==> src/rtl/len_counter_pkg.sv <==
// Shared defaults and count types for the sound-channel length counter.
// The optional `remaining` output is enabled with LEN_COUNTER_REMAIN_EN.
package len_counter_pkg;

    localparam int TMR_W_DEF   = 7;
    localparam int LEN_W_DEF   = 6;
    localparam int LEN_MAX_DEF = 2 ** LEN_W_DEF;

    typedef logic [TMR_W_DEF-1:0] tmr_cnt_t;
    typedef logic [LEN_W_DEF:0]   len_cnt_t;

endpackage

==> src/rtl/len_counter_var_timer.sv <==
// Free-running programmable divider: one-cycle registered tick every `period` clocks.
// A period of zero halts the timer and holds its count at zero.
module var_timer #(
    parameter int WIDTH = 7
) (
    input  logic             clk,
    input  logic             reset,
    input  logic [WIDTH-1:0] period,
    output logic             tick
);

    logic [WIDTH-1:0] count_q, count_d;
    logic             tick_q, tick_d;

    // >= rather than == so a period lowered below the current count wraps at once
    always_comb begin
        count_d = count_q + WIDTH'(1);
        tick_d  = 1'b0;
        if (period == '0) begin
            count_d = '0;
        end else if (count_q >= (period - WIDTH'(1))) begin
            count_d = '0;
            tick_d  = 1'b1;
        end
    end

    always_ff @(posedge clk or posedge reset) begin
        if (reset) begin
            count_q <= '0;
            tick_q  <= 1'b0;
        end else begin
            count_q <= count_d;
            tick_q  <= tick_d;
        end
    end

    assign tick = tick_q;

endmodule

==> src/rtl/len_counter.sv <==
// Channel length counter: a trigger loads LEN_MAX-len_load, each timer tick counts down,
// and chan_enable drops when the count reaches zero. Define LEN_COUNTER_REMAIN_EN for `remaining`.
module len_counter
    import len_counter_pkg::*;
#(
    parameter int TMR_W = TMR_W_DEF,
    parameter int LEN_W = LEN_W_DEF
) (
    input  logic             clk,
    input  logic             reset,
    input  logic [TMR_W-1:0] period,
    input  logic [LEN_W-1:0] len_load,
    input  logic             trigger,
    input  logic             len_enable,
    output logic             tick,
    output logic             chan_enable
`ifdef LEN_COUNTER_REMAIN_EN
    ,
    output logic [LEN_W:0]   remaining
`endif
);

    localparam logic [LEN_W:0] LEN_MAX = {1'b1, {LEN_W{1'b0}}};

    logic           tmr_tick;
    logic [LEN_W:0] len_q, len_d;
    logic           chan_q, chan_d;

    var_timer #(
        .WIDTH (TMR_W)
    ) u_timer (
        .clk    (clk),
        .reset  (reset),
        .period (period),
        .tick   (tmr_tick)
    );

    // Trigger wins over a coincident tick; a zero count is sticky until the next trigger
    always_comb begin
        len_d  = len_q;
        chan_d = chan_q;
        if (trigger) begin
            len_d  = LEN_MAX - {1'b0, len_load};
            chan_d = 1'b1;
        end else if (tmr_tick && len_enable && (len_q != '0)) begin
            len_d = len_q - (LEN_W+1)'(1);
            if (len_q == (LEN_W+1)'(1)) begin
                chan_d = 1'b0;
            end
        end
    end

    always_ff @(posedge clk or posedge reset) begin
        if (reset) begin
            len_q  <= '0;
            chan_q <= 1'b0;
        end else begin
            len_q  <= len_d;
            chan_q <= chan_d;
        end
    end

    assign tick        = tmr_tick;
    assign chan_enable = chan_q;
`ifdef LEN_COUNTER_REMAIN_EN
    assign remaining   = len_q;
`endif

endmodule

==> config.mk <==
export PLATFORM = sky130hd
export DESIGN_NAME = len_counter
export DESIGN_NICKNAME = d
export VERILOG_FILES = /design/src/rtl/len_counter_pkg.sv /design/src/rtl/len_counter_var_timer.sv /design/src/rtl/len_counter.sv
export SDC_FILE = /design/constraint.sdc
export NUM_CORES = 1
export LEC_CHECK = 0
export BUFFER_PORTS_ARGS = -buffer_cell sky130_fd_sc_hd__buf_2
export CORE_UTILIZATION = 55
export CTS_CLUSTER_DIAMETER = 80
export DETAILED_ROUTE_END_ITERATION = 8
export HOLD_SLACK_MARGIN = 0.02
export PLACE_DENSITY_LB_ADDON = 0.2
export SYNTH_ARGS = -nofsm -noshare
export SYNTH_HDL_FRONTEND = slang
export SYNTH_SLANG_ARGS = --single-unit
==> constraint.sdc <==
create_clock -name clk -period 4.2 [get_ports clk]
set_input_delay 0.42 -clock clk [delete_from_list [all_inputs] [get_ports clk]]
set_output_delay 0.42 -clock clk [all_outputs]
set_load 0.03 [all_outputs]
==> run summary <==
Avg WL per Cell - 13.8 um
Die X-Extent - 48.7 um
Post-synthesis sequential area ratio - 33.4%
Die area - 2370 um2
Compound-gate portion of the synthesized area - 10.8%
Clock buffer depth - 2
Crit path DAT - 2430 ps
Most frequent cells in the layout - 18 x buf_2, 16 x dfrtp_1, 13 x ha_1
M1 GR Usage - 30.3%
Crit path kind - in -> reg
GRT busiest layer - met2
N_diodes - 0
Synthesized cell area - 1200 um2
Pleak - 0.639 nW
Initial DRC count - 26
Worst min path class - in -> async
CP Data Required Time - 4360 ps
Final WL - 2380 um
TritonCTS clock tree - built
Max-slew violations - 0
Slew headroom - 59.7%
Yosys warns - 0
Setup TNS - 0 ps
Post-synthesis xor/xnor area fraction - 11.7%
Final Hold Violating Endpoints - 0
Vias per inst - 5.72
Number of iterations in the first detailed-routing pass - 4
Final period util - 54.2%
Max Clock Skew - 4.59 ps
DRC viols - 0
RSZ-0062 raised after global routing - no
EDFF count, synth - 0
Layout cells sized above 1 - 21.4%
Boundary pin count - 19
Vias - 983
Global-route met3 utilization - 5.35%
Tightest Pin Transition - 602 ps
Crit path launch type - input pin
Final Critical Period - 2270 ps
Synth Area in Adders - 13.6%
GRT Util Overall - 22.2%
Dominant synthesized flop cell - dfrtp_1
CP Max Fanout - 7
Reg clk slew, reported paths - 100 ps
GR Layer Usage met2 - 35.2%
Root buffer cell - clkbuf_4
Final setup viols - 0
Worst Reg-to-Reg Cells - 6
Syn_area_per_cell - 9.68 um2
Worst stage delay on the critical path - 510 ps
Post-Synth Simple-Gate Area - 23.4%
First-pass GRT wire length - 4040 um
Max VDD drop - 0.000332 V
RePlAce Congestion - 0.797
Most frequent CP cell - ha_1
Largest net degree at the start of global routing - 17
Vias in the first global route - 911
Net count after synthesis - 154
Die Height - 48.7 um
Cts repair resizes - 0
Final ANT Viol Nets - 0
Mapped Cells - 124
Slowest-stage cell, CP - o211ai_1
Max cap viols - 0
# hold bufs at CTS - 0
Cts bufs inserted - 3
Flops & latches, synth - 16
Clk_lat worst skew - 290 ps
GRT overflow - 0
Most common cell after layout, fill and taps aside - buf_2
FP Rows - 16
Worst path cell trace - buf_2 -> inv_1 -> ha_1 -> nor3b_1 -> and2_1 -> xnor2_1 -> ha_1 -> nand4_1 -> o211ai_1 -> nor2_1
H-tree depth - 1
Post-DP HPWL - 1960 um
P per Cell Area - 408 nW/um2
I/O Buffers - 18
Status - completed
Largest family of logic cells by synthesized area - simple AND/OR/NAND/NOR gates
CTS sink cnt - 16
Synth cell types - 37
Multiplexer share of the synthesized area - 3.75%
Initial antenna violation count - 0
Post-CTS setup buffer count - 0
Ys async rst share - 100%
Effective utilization at floorplan - 59.9%
Tot Pwr - 0.554 mW
# nets final - 176
Area grow syn2layout - 13.0%
Max Freq - 440 MHz
Core Area - 2000 um2
Setup crit end kind - register
registers in the layout, indices dropped and copies added (netlist names):
name and cells:
len_q 7, chan_enable 1, u_timer.count_q 7, u_timer.tick 1
layer usage:
layer,routed length [um],part of all wire (%),vias up
met2,1120,47,30
met1,1110,47,468
met3,130,5.5,4
li1,-,-,481
met4,15,0.63,0
met5,0,0,-
worst max-delay path, delay by kind of cell:
| family | cells | cell delay (ps) |
|---|---|---|
| buf+inv | 2 | 170 |
| simple gates | 4 | 760 |
| fa+ha+maj | 2 | 490 |
| compound gates | 1 | 510 |
| xor+xnor | 1 | 80 |
cell type report:
class | count | area [um2]
multi-input combinational | 97 | 758
fill | 161 | 646
sequential | 16 | 400
timing repair buffer | 18 | 90.1
inverter | 10 | 37.5
clock buffer | 4 | 36.3
tap | 27 | 33.8
Yosys cell counts (3+ instances only):
library cell | n | area share (%)
inv_1 | 10 | 3.1
xor2_1 | 7 | 5.1
o21ai_0 | 4 | 1.7
dfrtp_1 | 16 | 33
nor3b_1 | 3 | 1.9
nand2_1 | 6 | 1.9
a21oi_1 | 4 | 1.7
nor2_1 | 12 | 3.8
xnor2_1 | 9 | 6.6
a21o_1 | 3 | 1.9
nand3_1 | 5 | 2.1
mux2i_1 | 3 | 2.5
ha_1 | 13 | 14
nor3_1 | 3 | 1.3
report_power, final:
part / switching, mW / internal (mW)
combinational: 0.110 / 0.0980
clock: 0.0494 / 0.0528
sequential: 0.0514 / 0.192
cell families after synthesis:
logic type                 Yosys count
DFF                                 16
buffers and inverters               11
adders and majority gates           13
AOI/OAI and AO/OA                   20
muxes                                4
and+or+nand+nor                     44
xor gates and xnor gates            16
through the flow:
stage               hold slack, ps  cell area, um2  setup slack [ps]  cells  util, %
CTS                            189            1360              1920    172     67.8
floorplan                      334            1200              2140    124        -
global placement               465            1320              1840    168     65.9
detailed placement             466            1320              1640    168     65.9
finish                         173            1360              1930    172     67.8
global route                   238            1360              1740    172     67.8
path summary, 6_finish.rpt:
kind | startpoint | end | slack [ps]
max | period[0] | u_timer.count_q[6] | 1930
min | reset | u_timer.count_q[5] | 170
max reg2reg | u_timer.count_q[0] | u_timer.count_q[6] | 2470
min reg2reg | chan_enable | chan_enable | 490
max in group asynchronous | reset | len_q[4] | 3650
min in group clk | period[6] | u_timer.tick | 400
(Power assumes the default switching activity.)
